## config.mk

```make
export PLATFORM = sky130hd
export DESIGN_NAME = hazard_control_unit
export DESIGN_NICKNAME = d
export VERILOG_FILES = /design/src/rtl/hazard_control_unit.sv
export SDC_FILE = /design/constraint.sdc
export NUM_CORES = 1
export LEC_CHECK = 0
export CORE_MARGIN = 2
export CORE_UTILIZATION = 31
export CTS_CLUSTER_DIAMETER = 60
export DETAILED_ROUTE_END_ITERATION = 10
export GPL_TIMING_DRIVEN = 0
export PLACE_DENSITY_LB_ADDON = 0.1
export SLEW_MARGIN = 5
export SYNTH_ARGS = -nofsm -noshare
export SYNTH_HDL_FRONTEND = slang
export SYNTH_SLANG_ARGS = --single-unit
```

## constraint.sdc

```tcl
create_clock -name clk -period 1.4 [get_ports clk]
set_input_delay 0.35 -clock clk [delete_from_list [all_inputs] [get_ports clk]]
set_output_delay 0.35 -clock clk [all_outputs]
set_load 0.02 [all_outputs]
```

## src/rtl/hazard_control_unit.sv

```systemverilog
// hazard_control_unit: stall/flush controller for the five-stage LC-3b pipeline.
// Handles load-use hazards, D-cache stalls, I-cache misses and MEM-resolved
// redirects. A redirect that arrives while a fetch is outstanding is parked in
// target_q (state PEND) and is applied when that fetch returns.
// Optional feature: define HAZARD_PERF_EN to build the stall/bubble counters.

package lc3b_types;
   typedef logic [15:0] lc3b_word;
   typedef logic [2:0]  lc3b_reg;
   typedef enum logic [3:0] {
      op_br   = 4'b0000,
      op_add  = 4'b0001,
      op_ldb  = 4'b0010,
      op_stb  = 4'b0011,
      op_jsr  = 4'b0100,
      op_and  = 4'b0101,
      op_ldr  = 4'b0110,
      op_str  = 4'b0111,
      op_rti  = 4'b1000,
      op_not  = 4'b1001,
      op_ldi  = 4'b1010,
      op_sti  = 4'b1011,
      op_jmp  = 4'b1100,
      op_shf  = 4'b1101,
      op_lea  = 4'b1110,
      op_trap = 4'b1111
   } lc3b_opcode;
endpackage

module hazard_control_unit
   import lc3b_types::*;
(
   input  logic       clk,
   input  logic       reset,
   input  logic       imem_resp,
   input  logic       dmem_req,
   input  logic       dmem_resp,
   input  lc3b_opcode opcode_EX,
   input  logic       regwrite_EX,
   input  lc3b_reg    destreg_EX,
   input  lc3b_reg    sr1_ID,
   input  lc3b_reg    sr2_ID,
   input  logic       sr1_used_ID,
   input  logic       sr2_used_ID,
   input  logic       br_taken_MEM,
   input  lc3b_word   br_target_MEM,
   output logic       load_pc,
   output logic       load_ifid,
   output logic       load_idex,
   output logic       load_exmem,
   output logic       load_memwb,
   output logic       flush_ifid,
   output logic       flush_idex,
   output logic       flush_exmem,
   output logic       redirect_valid,
   output lc3b_word   redirect_pc,
   output logic [15:0] stall_count,
   output logic [15:0] bubble_count
);

   typedef enum logic {RUN = 1'b0, PEND = 1'b1} state_e;

   state_e   state_q, state_d;
   lc3b_word target_q, target_d;
   logic     is_load_EX, ldu, mem_hold;

   // Hazard detection: load in EX feeding a live ID source, and D-cache hold.
   always_comb begin
      is_load_EX = (opcode_EX == op_ldr) || (opcode_EX == op_ldb) ||
                   (opcode_EX == op_ldi);
      ldu        = regwrite_EX && is_load_EX &&
                   ((sr1_used_ID && (sr1_ID == destreg_EX)) ||
                    (sr2_used_ID && (sr2_ID == destreg_EX)));
      mem_hold   = dmem_req && !dmem_resp;
   end

   // Priority-ordered load/flush/redirect decode and next-state logic.
   always_comb begin
      load_pc        = 1'b1;
      load_ifid      = 1'b1;
      load_idex      = 1'b1;
      load_exmem     = 1'b1;
      load_memwb     = 1'b1;
      flush_ifid     = 1'b0;
      flush_idex     = 1'b0;
      flush_exmem    = 1'b0;
      redirect_valid = 1'b0;
      redirect_pc    = '0;
      state_d        = state_q;
      target_d       = target_q;

      if (reset) begin
         flush_ifid  = 1'b1;
         flush_idex  = 1'b1;
         flush_exmem = 1'b1;
         state_d     = RUN;
         target_d    = '0;
      end else if (mem_hold) begin
         // Freeze everything; a branch in MEM waits for its access to finish.
         load_pc    = 1'b0;
         load_ifid  = 1'b0;
         load_idex  = 1'b0;
         load_exmem = 1'b0;
         load_memwb = 1'b0;
      end else begin
         case (state_q)
            RUN: begin
               if (br_taken_MEM) begin
                  flush_ifid  = 1'b1;
                  flush_idex  = 1'b1;
                  flush_exmem = 1'b1;
                  if (imem_resp) begin
                     redirect_valid = 1'b1;
                     redirect_pc    = br_target_MEM;
                  end else begin
                     // Fetch in flight: the cache must see a stable address,
                     // so park the target until the response arrives.
                     load_pc  = 1'b0;
                     target_d = br_target_MEM;
                     state_d  = PEND;
                  end
               end else if (ldu) begin
                  // One bubble; IF/ID keeps its instruction even on an I-miss.
                  load_pc    = 1'b0;
                  load_ifid  = 1'b0;
                  flush_idex = 1'b1;
               end else if (!imem_resp) begin
                  load_pc    = 1'b0;
                  flush_ifid = 1'b1;
               end
            end
            PEND: begin
               // Wrong-path fetch returning now is discarded via flush_ifid.
               load_pc    = imem_resp;
               flush_ifid = 1'b1;
               flush_idex = 1'b1;
               if (imem_resp) begin
                  redirect_valid = 1'b1;
                  redirect_pc    = target_q;
                  state_d        = RUN;
               end
            end
            default: state_d = RUN;
         endcase
      end
   end

   // State and pending-target registers.
   always_ff @(posedge clk) begin
      if (reset) begin
         state_q  <= RUN;
         target_q <= '0;
      end else begin
         state_q  <= state_d;
         target_q <= target_d;
      end
   end

`ifdef HAZARD_PERF_EN
   logic [15:0] stall_count_q, stall_count_d;
   logic [15:0] bubble_count_q, bubble_count_d;

   // Saturating stall and bubble counters.
   always_comb begin
      stall_count_d  = stall_count_q;
      bubble_count_d = bubble_count_q;
      if (!load_pc && (stall_count_q != 16'hFFFF))
         stall_count_d = stall_count_q + 16'd1;
      if (load_idex && flush_idex && (bubble_count_q != 16'hFFFF))
         bubble_count_d = bubble_count_q + 16'd1;
   end

   // Counter registers, cleared by reset.
   always_ff @(posedge clk) begin
      if (reset) begin
         stall_count_q  <= '0;
         bubble_count_q <= '0;
      end else begin
         stall_count_q  <= stall_count_d;
         bubble_count_q <= bubble_count_d;
      end
   end

   assign stall_count  = stall_count_q;
   assign bubble_count = bubble_count_q;
`else
   assign stall_count  = '0;
   assign bubble_count = '0;
`endif

endmodule

```

Word level (Yosys, flattened, before mapping)
Index checks and enable logic that the tools add are counted.
- bits in registers: 17
- input port bits: 38
- output and inout port bits: 57
- eq/ne operators: 5
- muxes and demuxes: 40
- bitwise operators: 3
- reductions and logical operators: 10
- operators with widths (operator ; number):
    $mux 16 ; 5
    $pmux 16 s2 ; 1
    $mux 1 ; 29
    $pmux 1 s2 ; 5
    $eq 3x3->1 ; 2
    $logic_and 1x1->1 ; 5
    $eq 4x2->1 const B ; 1
    $eq 4x3->1 const B ; 1
    $eq 4x4->1 const B ; 1
    $reduce_and 4->1 ; 1
    $logic_or 1x1->1 ; 3
    $not 1->1 ; 3
    $logic_not 1->1 ; 1

Longest topological paths before layout
- word-level depth: 10
- depth in mapped cells: 6
- mapped depth without buffers: 4

Least setup slack after synthesis
OpenSTA, ideal clock, no wires.
- kind: input-to-output
- start: input port reset
- end: output port flush_ifid
- arrival: 1.283 ns
- data required time: 1.050 ns
- path slack: -0.233 ns
- cell stages on the path: 3
- path buffers: 1
- path through: clkbuf_1 nor3_1 a211oi_1
- cells in the longest elaborated chain, start to end: 1
- RTL lines (element ; line ; RTL):
    start: declaration ; 34 ; input logic reset,
    $mux 1 ; 92 ; if (reset) begin
    end: declaration ; 52 ; output logic flush_ifid,
No other way between the ends.

Worst setup path after layout
- start: register state_q
- end: output port load_ifid
- cells in the longest elaborated chain, start to end: 3
- RTL lines (element ; line ; RTL):
    start: declaration ; 63 ; state_e state_q, state_d;
    start signal: assignment ; 154 ; state_q <= state_d;
    $mux 1 ; 106 ; case (state_q)
    $mux 1 ; 98 ; end else if (mem_hold) begin
    $mux 1 ; 92 ;
    end: declaration ; 48 ; output logic load_ifid,
No other way between the ends.

==> out/results.md <==
| Step | Quantity | This run |
| --- | --- | --- |
| final layout | Multi-input combinational cell area | 0.00104 mm² |
| setup path | Startpoint kind of the worst setup timing path | register |
| final layout | Core occupancy in the finished layout | 63.4% |
| setup path | Cells along the critical path | or3_4 -> a211oi_4 -> nor2_1 -> buf_4 |
| die | Standard-cell row count | 23 |
| die | Starting Density | 32.4% |
| sta | Final setup fails | 24 |
| power and ir drop | Leakage power | 1.12 nW |
| placed design | Count of port buffers added during placement | 62 |
| detailed routing | Average routed wire per standard cell | 11.3 µm |
| yosys | Share of flip-flops with an asynchronous set or reset | 0% |
| sta | Setup slack of the critical path after layout | -0.410 ns |
| clock network | Cts hold-fix bufs | 0 |
| yosys | Number of cells produced by synthesis | 153 |
| final layout | Post-layout nets | 299 |
| yosys | Fraction of post-synthesis cell area in the top cell type by area | 26.1% |
| detailed routing | Count of routing violations after the opening detailed-route iteration | 19 |
| yosys | Multiplexer share of the synthesized area | 24.6% |
| die | Overall die area | 0.00474 mm² |
| yosys | Flop and latch count out of synthesis | 17 |
| setup path | R2R Setup Slk | 0.12 ns |
| clock network | Clk pin slew, worst setup/hold paths | 0.06 ns |
| grt | Met3 usage | 3.25% |
| grt | Global route overflow | 0 |
| grt | Met1 layer usage reported by global route | 17.3% |
| power and ir drop | Largest voltage drop on the vdd net | 0.000398 V |
| yosys | Library cell with the largest summed area after synthesis | sky130_fd_sc_hd__dfxtp_1 |
| final layout | Area of all sequential standard cells | 344 µm² |
| final layout | Number of fill cells in the layout | 368 |
| sta | Max Freq | 0.553 GHz |
| grt | Initial antenna violation count | 0 |
| setup path | Delay of the slowest critical-path stage | 0.36 ns |
| setup path | Sum of buffers and inverters on the critical path | 1 |
| yosys | Combinational family with the most area after synthesis | buffers and inverters |
| placed design | Placed Instances | 296 |
| setup path | Sort of element at the end of the critical path | output pin |
| clock network | Largest buffer count on any clock path | 2 |
| grt | Via count of the first global-routing pass | 1,024 |
| yosys | Mean instance size in the synthesized netlist | 8.52 µm² |
| setup path | R2r startpoint | state_q |
| detailed routing | Vias/cell | 4.12 |
| sta | Final Critical Period | 1.81 ns |
| grt | Overall track demand over capacity in global routing | 13.7% |
| yosys | Simple-gate share of the synthesized area | 15.6% |
| yosys | Number of enable flip-flop cells after synthesis | 0 |
| job | Number of violations of the max-capacitance limit | 0 |
| status | Violations in the final reports | setup timing |
| clock network | Count of H-tree levels built during CTS | 1 |
| yosys | Main synth FF type | sky130_fd_sc_hd__dfxtp_1 |
| status | Status | finished, violations left |
| grt | Maximum number of pins on one net before global-route repair | 11 |
| setup path | Critical path type | reg2out |
| placed design | HPWL after detailed placement | 2430 µm |
| setup path | Worst path slowest cell | sky130_fd_sc_hd__dfxtp_4 |
| sta | Unrepaired setup endpoints after global routing | true |
| grt | Wire length of the first global-routing pass | 4800 µm |
| yosys | Summed instance area of the synthesized netlist | 0.00130 mm² |
| setup path | Number of cells on the worst reg-to-reg path | 5 |
| setup path | Total number of cells along the worst setup path | 4 |
| sta | Number of max-slew violations in the final report | 0 |
| setup path | Required time worst endpoint | 1.05 ns |
| min path | End point of the most critical hold path | state_q |
| yosys | Most numerous cell in the Yosys netlist | sky130_fd_sc_hd__buf_4 |
| final layout | Final cell count without fillers | 310 |
| placed design | Final estimated routing congestion in global placement | 0.720 |
| setup path | Largest fanout of any net on the critical path | 4 |
| yosys | Number of warnings printed during yosys synthesis | 0 |
| detailed routing | Remaining antenna violation count after routing | 0 |
| detailed routing | Detailed Routing Iterations Pass 1 | 4 |
| clock network | Cts bufs inserted | 3 |
| die | I/O pin cnt | 95 |
| clock network | Clock network latency to the later pin of the worst-skew pair | 0.25 ns |
| clock network | CTS tree | yes |
| sta | Clock skew | 0.00288 ns |
| yosys | Synth top cells by count | sky130_fd_sc_hd__buf_4 (36), sky130_fd_sc_hd__nor2_1 (35), sky130_fd_sc_hd__mux2i_1 (32) |
| detailed routing | Residual DRC count | 0 |
| sta | Post-route fraction of the period consumed by the critical path | 129% |
| die | Die extent in x | 68.9 µm |
| setup path | CP Data Arrival Time | 1.46 ns |
| sta | Hold Fails Final Rpt | 0 |
| setup path | Endpoint of the most critical register-to-register path | target_q[1] |
| yosys | Adder-cell share of the synthesized area | 0% |
| final layout | Area Overhead vs Synth | 96.1% |
| setup path | Category of cells accounting for the largest share of critical-path delay | simple AND/OR/NAND/NOR gates |
| min path | Startpoint of the most critical hold path | br_taken_MEM |
| yosys | Sequential element share of the synthesized area | 26.1% |
| grt | Global-route track usage on met2 | 22.5% |
| yosys | Xor-xnor portion of the synthesized cell area | 4.03% |
| min path | Path class of the lowest-slack min-delay path | in2reg |
| detailed routing | Total number of vias | 1,276 |
| clock network | Buffer type at the clock tree root | sky130_fd_sc_hd__clkbuf_8 |
| min path | Worst Hold Depth | 3 |
| yosys | Distinct cell type count after synthesis | 24 |
| clock network | Clk sinks | 17 |
| yosys | Synthesized-area fraction occupied by ao, oa, aoi and oai cells | 4.41% |
| final layout | Ant. Diodes | 0 |
| yosys | Largest cells by area after synthesis | sky130_fd_sc_hd__dfxtp_1 (26%), sky130_fd_sc_hd__mux2i_1 (25%), sky130_fd_sc_hd__buf_4 (21%) |
| die | Area of the core | 0.00403 mm² |
| power and ir drop | Pwr per Cell Area | 607 mW/mm² |
| die | Chip Height | 68.9 µm |
| detailed routing | Final WL | 3500 µm |
| grt | Busiest grt layer | met2 |
| final layout | Layout cells sized above 1 | 49.6% |
-- kinds of logic (layout without fill, tap and decap cells) --
logic type | count (synthesis) | count (layout)
and+or+nand+nor | 45 | 45
buffers and inverters | 44 | 120
muxes | 32 | 32
DFF | 17 | 17
AOI/OAI and AO/OA | 8 | 8
xor gates and xnor gates | 6 | 6
other | 1 | 32
-- worst max path at each step --
| stage | from | to | slack, ns |
|---|---|---|---|
| floorplan | dmem_resp | redirect_pc[10] | -0.13 |
| global placement | dmem_resp | redirect_pc[8] | -1.20 |
| detailed placement | dmem_resp | redirect_pc[11] | -1.21 |
| CTS | state_q | load_ifid | -0.40 |
| global route | state_q | load_ifid | -0.46 |
| finish | state_q | load_ifid | -0.41 |
-- area by class of cell --
type                            count  share of cell area (%)
Sequential cell                    17                    13.5
Timing Repair Buffer               72                    27.4
Tap cell                           50                    2.45
Buffer                             41                    13.9
Inverter                            3                   0.538
Clock buffer                        4                    1.76
Multi-Input combinational cell    123                    40.5
-- cells in the final DEF (no fill, tap or decap), types with 7 or more instances in the layout --
master	instances
sky130_fd_sc_hd__buf_6	30
sky130_fd_sc_hd__nor2_1	19
sky130_fd_sc_hd__buf_2	9
sky130_fd_sc_hd__mux2i_1	25
sky130_fd_sc_hd__buf_4	43
sky130_fd_sc_hd__nor2_4	15
sky130_fd_sc_hd__dfxtp_1	16
sky130_fd_sc_hd__conb_1	32
sky130_fd_sc_hd__clkdlybuf4s50_1	16
sky130_fd_sc_hd__mux2i_4	7
-- stage by stage --
step	instance area, µm²	setup slack, ns	TNS, ns	total power (W)	hold slack (ns)
3_3_place_gp	2120	-1.20	-33.87	0.00107	0.473
5_1_grt	2560	-0.462	-8.54	0.00164	0.503
3_5_place_dp	2120	-1.21	-33.86	0.00107	0.484
2_1_floorplan	1440	-0.126	-1.52	0.000869	0.460
4_1_cts	2470	-0.399	-6.91	0.00153	0.457
6_report	2560	-0.410	-7.24	0.00155	0.479
-- where the power goes --
| group | total [W] | internal [W] | switching [W] |
|---|---|---|---|
| sequential | 0.000522 | 0.000506 | 0.0000162 |
| combinational | 0.000669 | 0.000351 | 0.000318 |
| clock | 0.000360 | 0.000202 | 0.000158 |
-- routing by layer --
| metal | routed length [µm] | vias up | part of all wire (%) |
|---|---|---|---|
| li1 | - | 658 | - |
| met1 | 1460 | 563 | 42 |
| met2 | 1650 | 53 | 47 |
| met3 | 366 | 2 | 10 |
| met4 | 18 | 0 | 0.51 |
| met5 | 0 | - | 0 |
-- registers in the layout, summed over array words and instances, names as in the netlist --
name      count
state_q       1
target_q     16
-- worst register-to-register path, stage by stage (launching register included) --
cell	delay (ns)
sky130_fd_sc_hd__dfxtp_4	0.36
sky130_fd_sc_hd__and4bb_1	0.26
sky130_fd_sc_hd__buf_6	0.15
sky130_fd_sc_hd__buf_12	0.15
sky130_fd_sc_hd__mux2i_1	0.19
sky130_fd_sc_hd__nor2_1	0.05
-- repair_timing --
action,4_1_cts,5_1_grt
setup buffers,5,3
endpoints found under the setup margin,41,34
cloned,1,1
gates resized for setup,271,14
pin swaps,32,7
Power figures use the tool's default switching activity.
==> RTL change 1, RTL diff (same settings) <==
Add a define of `HAZARD_PERF_EN`.
--- a/src/rtl/hazard_control_unit.sv
+++ b/src/rtl/hazard_control_unit.sv
@@ -4,4 +4,6 @@
 // target_q (state PEND) and is applied when that fetch returns.
 // Optional feature: define HAZARD_PERF_EN to build the stall/bubble counters.
+
+`define HAZARD_PERF_EN
 
 package lc3b_types;
Formal check against the unedited RTL: not equivalent (a bounded check fails within 4 cycles, from zero or initial values and one cycle with reset high).
==> RTL change 1 against the original RTL <==
- the run still ends with negative setup slack left
- routed wire length grew 150%
- count of clock-buffer cells in the layout grew 4
- die area grew 94%
- worst setup slack lost 99 ps
- sequential cell count grew 32
- design area grew 100%
- register-to-register slack lost 600 ps
- clock skew grew 4.4 ps
- global-route usage grew 5.3 points
- critical path depth grew 2
- synthesized area grew 100%
- synthesized cell count grew 96%
- total power grew 110%
- critical path type unchanged
- largest cell class is now multi-input combinational cells
==> RTL change 1: results (changes against the original RTL) <==
[logic_synthesis]
synth_area_per_cell_um2=8.708  ; +2.2%
ys_seq_area_frac=0.3755  ; +0.1144
synth_common_cells=nor2_1, dfxtp_1, mux2i_1
synthAdderAreaFrac=0.009579  ; +0.009579
synth_compound_area_frac=0.1355  ; +0.09139
syn_nets=340
ys_warn_count=0  ; unchanged
synth_cell_type_count=45  ; +88%
synthTopCellsByArea=dfxtp_1, mux2i_1, nor2_1
synth_mux_area_frac=0.1384  ; -0.1073
ys_async_sr_fraction=0  ; unchanged
synth-xor-area-share=0.05699  ; +0.01669

[placement]
gp_congestion=0.7313  ; +1.5%
dp_hpwl_um=5415  ; +120%
place_inst=499  ; +69%
placed_area_mm2=0.004050  ; +91%
io_buffers=94  ; +52%

[clock_tree]
cts_root_buf=clkbuf_8
hold_buffers=0  ; unchanged
clkSlewWorstSetupHoldPaths_ps=90  ; +30 ps
ctsHtreeMaxLevel=2  ; +1
clockBufferDepth=2  ; unchanged
cts_buffers=5  ; +2
clk_latency_ps=300  ; +50 ps

[drt]
routed_wl_um=8704  ; +150%
firstDrtPassIters=4  ; unchanged
drtIter0Drc=58  ; +39
wire_per_inst_um=15.11  ; +34%
via_count=2911  ; +130%
drc=0  ; unchanged

[global_routing]
grt_pass1_vias=2820  ; +180%
antenna_found_initial=0  ; unchanged
grt_max_degree=15  ; +4
grt_pass1_wl_um=13810  ; +190%
grt_overflow_total=0  ; unchanged
track_usage=0.1898  ; +0.05302

[sta]
slew_headroom=0.5122
finalSetupViolCount=54  ; +130%
clock_skew_ps=7.273  ; +4.397 ps
setup_ws_ps=-509.0  ; -99.09 ps
totalNegativeSetupSlack_ps=-19320  ; -12080 ps

[finish]
diodes=0  ; unchanged
drive_gt1_frac=0.5669  ; +0.07073
nNetsFinal=510  ; +71%
num-fill-cells=679  ; +85%

[setup_path]
reg2reg_slack_ps=-480  ; -600 ps
worst-path-max-fanout=5  ; +1
endpoint=redirect_pc[9]
reg2reg_depth=8  ; +3
startpoint=state_q
r2r-end=stall_count[15]
cp.arrival_ps=1560  ; +100 ps

[run_status]
status=finished with violations
failed_checks=negative setup slack

[hold_path]
hold_path.class=flop to flop

[power]
ir_drop_uv=413.1  ; +3.8%
leakage_uw=0.002045  ; +82%

## RTL change 1: how the worst min path moves through the flow
stage	slack [ps]	start	end	depth (start not counted)
floorplan	460	target_q[0]	target_q[0]	2
global placement	450	stall_count[4]	stall_count[4]	1
detailed placement	450	stall_count[4]	stall_count[4]	1
CTS	470	stall_count[4]	stall_count[4]	1
global route	490	stall_count[3]	stall_count[3]	1
finish	470	stall_count[4]	stall_count[4]	1
## RTL change 1: critical path, stage by stage (launching register included)
cell,delay (ps)
dfxtp_4,380
buf_12,140
o2111ai_4,240
clkbuf_16,210
buf_12,120
nor2_4,30
buf_6,130
## RTL change 1: cell type report
| class | instances | area share |
|---|---|---|
| repair buffers | 165 | 0.3055 |
| well taps | 105 | 0.02522 |
| plain buffers | 12 | 0.02570 |
| inverters | 10 | 0.008646 |
| flip-flops and latches | 49 | 0.2053 |
| clock buffers | 8 | 0.01729 |
| multi-input cells | 227 | 0.4123 |
## RTL change 1: what timing repair did
action / 4_1_cts / 5_1_grt
cloned: 2 / 0
pin swaps: 53 / 33
buffers inserted: 47 / 27
endpoints found under the setup margin: 106 / 91
resized for setup: 353 / 89
## RTL change 1: per-stage QoR
step | hold WS [ps] | power (µW) | worst slack, ps | util
after floorplan | 460.1 | 1872 | -410.5 | -
after global placement | 450.9 | 2146 | -1667 | 0.4954
after detailed placement | 452.0 | 2150 | -1677 | 0.4954
after CTS | 466.3 | 3227 | -584.9 | 0.5975
after global routing | 492.0 | 3376 | -577.1 | 0.6373
final | 465.6 | 3216 | -509.0 | 0.6373
## RTL change 1: logic make-up (layout without fill, tap and decap cells)
kind of cell / after synthesis / in the layout
buffers and inverters: 24 / 195
AOI/OAI and AO/OA: 48 / 48
and+or+nand+nor: 124 / 124
DFF: 49 / 49
xor gates and xnor gates: 17 / 17
adders and majority gates: 2 / 2
muxes: 36 / 36
## RTL change 1: power by group
group	total [µW]	switching [µW]	internal (µW)
Combinational	898	418	480
Clock	876	472	404
Sequential	1440	38.0	1400
Total	3220	928	2290
## RTL change 1: layer usage
layer	GRT usage	up-vias	share of wire
li1	-	1424	-
met2	0.3368	67	0.52
met3	0.03602	10	0.047
met5	0	-	0
met4	0.03333	0	0.0094
met1	0.2415	1410	0.42
==> RTL change 2, RTL diff (config.mk and constraints unchanged) <==
Without the edit above. Put a register stage on the output `redirect_valid`, cleared by the reset. The value now appears one clock later. The other outputs are not delayed to match.
--- a/src/rtl/hazard_control_unit.sv
+++ b/src/rtl/hazard_control_unit.sv
@@ -61,4 +61,6 @@
    typedef enum logic {RUN = 1'b0, PEND = 1'b1} state_e;
 
+   logic redirect_valid_d;
+
    state_e   state_q, state_d;
    lc3b_word target_q, target_d;
@@ -85,5 +87,5 @@
       flush_idex     = 1'b0;
       flush_exmem    = 1'b0;
-      redirect_valid = 1'b0;
+      redirect_valid_d = 1'b0;
       redirect_pc    = '0;
       state_d        = state_q;
@@ -111,5 +113,5 @@
                   flush_exmem = 1'b1;
                   if (imem_resp) begin
-                     redirect_valid = 1'b1;
+                     redirect_valid_d = 1'b1;
                      redirect_pc    = br_target_MEM;
                   end else begin
@@ -136,5 +138,5 @@
                flush_idex = 1'b1;
                if (imem_resp) begin
-                  redirect_valid = 1'b1;
+                  redirect_valid_d = 1'b1;
                   redirect_pc    = target_q;
                   state_d        = RUN;
@@ -189,4 +191,12 @@
 `endif
 
+   always_ff @(posedge clk) begin
+      if (reset) begin
+         redirect_valid <= '0;
+      end else begin
+         redirect_valid <= redirect_valid_d;
+      end
+   end
+
 endmodule
 
Formal check against the unedited RTL: not equivalent (a bounded check fails within 4 cycles, from zero or initial values and one cycle with reset high).
==> RTL change 2 against the original RTL <==
- total power increased by 4.7%
- sequential cell count increased by 1
- largest cell class unchanged
- count of clock-buffer cells in the layout unchanged
- sequential share of layout area increased by 0.76 points
- synthesized area increased by 0.48%
- global-route usage increased by 1.7 points
- the flow still finishes with violations (negative setup slack)
- design area increased by 0.20%
- worst setup slack got worse by 2.2 ps
- via count increased by 4.1%
- first-iteration DRC count increased by 58%
- routed wire length increased by 1.1%
- die area increased by 0.45%
==> RTL change 2: results (changes against the original RTL) <==
[global_routing]
track_usage=0.1539  ; +0.01716
antenna_found_initial=0  ; unchanged
grt_pass1_wl_um=6196  ; +29%
grt_pass1_vias=1330  ; +30%

[sta]
totalNegativeSetupSlack_ps=-6727  ; +513.9 ps
clock_skew_ps=4.149  ; +1.273 ps
finalSetupViolCount=23  ; -4.2%
setup_ws_ps=-412.1  ; -2.239 ps

[run_status]
status=finished with violations
failed_checks=negative setup slack

[power]
leakage_uw=0.001116  ; -0.72%
ir_drop_uv=536.0  ; +35%

[logic_synthesis]
synth_common_cells=nor2_1, buf_4, dfxtp_1
ys_seq_area_frac=0.2751  ; +0.01404
synthTopCellsByArea=dfxtp_1, buf_4, mux2i_1
synth_cell_type_count=30  ; +25%
syn_inst=159  ; +3.9%

[placement]
dp_hpwl_um=2545  ; +4.6%
place_inst=302  ; +2.0%
gp_congestion=0.7177  ; -0.36%
place_ws_ps=-1297  ; -89.06 ps

[finish]
diodes=0  ; unchanged
drive_gt1_frac=0.5206  ; +0.02445
top_regs=target_q (16), redirect_valid (1), state_q (1)
nNetsFinal=306  ; +2.3%

[drt]
routed_wl_um=3537  ; +1.1%
wire_per_inst_um=11.16  ; -1.2%
wl_met2_um=1842  ; +11%
drtIter0Drc=30  ; +11
route.layer.met1.wl_um=1436  ; -1.7%
route.met3.wl_um=243  ; -34%
routed_via_density=4.189  ; +1.8%
firstDrtPassIters=4  ; unchanged

[setup_path]
worst-path-max-fanout=7  ; +3
r2r-end=target_q[10]
reg2reg_slack_ps=140  ; +20 ps
cp.arrival_ps=1460  ; about the same

[hold_path]
min_to=state_q

[clock_tree]
cts_buffers=3  ; unchanged
ctsHtreeMaxLevel=1  ; unchanged

RTL change 2: worst max path at each step:
| stage | slack, ps | endpoint | startpoint | cells after the start |
|---|---|---|---|---|
| after floorplan | -90 | redirect_pc[10] | dmem_resp | 5 |
| after global placement | -1310 | redirect_pc[14] | imem_resp | 7 |
| after detailed placement | -1300 | redirect_pc[12] | imem_resp | 7 |
| after CTS | -440 | load_pc | state_q | 4 |
| after global routing | -460 | load_pc | state_q | 4 |
| final | -410 | load_pc | state_q | 4 |
RTL change 2: timing repair:
item                                    in CTS  in global routing
endpoints found under the setup margin      41                 25
buffers inserted                             8                  2
hold buffers                                 0                  0
hold endpoints to repair                     0                  0
cloned                                       3                  0
gates resized for setup                    214                  8
pin swaps                                   43                 10
RTL change 2: kinds of logic (layout without fill, tap and decap cells):
| kind of cell | after synthesis | in the layout | synth area share |
|---|---|---|---|
| other | 1 | 32 | 0.002863 |
| flip-flops | 18 | 18 | 0.2751 |
| buffers and inverters | 46 | 123 | 0.2579 |
| XOR/XNOR | 6 | 6 | 0.04011 |
| AO/OA/AOI/OAI | 24 | 24 | 0.1308 |
| AND/OR/NAND/NOR | 48 | 48 | 0.1710 |
| multiplexers | 16 | 16 | 0.1223 |
RTL change 2: layout make-up:
cell class	count	area (µm²)
Fill cell	355	1468
Multi-Input combinational cell	126	970.9
Timing Repair Buffer	75	730.7
Buffer	42	370.4
Sequential cell	18	364.1
Tap cell	50	62.56
Clock buffer	4	55.05
Inverter	2	7.507
RTL change 2: stage by stage:
step                      hold slack (ps)  cell area [µm²]
after floorplan                     461.3             1639
final                               460.0             2561
after detailed placement            485.4             2322
after global routing                460.5             2561
after global placement              475.9             2322
after CTS                           507.9             2569
RTL change 2: metal layers:
metal / global-route usage / vias to the layer above
li1: - / 687
met2: 0.2767 / 52
met4: 0.02614 / 0
met3: 0.03947 / 2
met1: 0.1859 / 587
met5: 0 / -
RTL change 2: report_power, final:
group / total (µW) / internal (µW) / switching, µW
sequential: 551 / 535 / 16.3
clock: 422 / 250 / 172
combinational: 650 / 339 / 311
total: 1620 / 1120 / 499
RTL change 2: worst max-delay path, stage by stage (launching register included):
cell and delay (ps):
dfxtp_4 370, or3_4 340, a211oi_4 240, nor2_1 90
buf_4 170
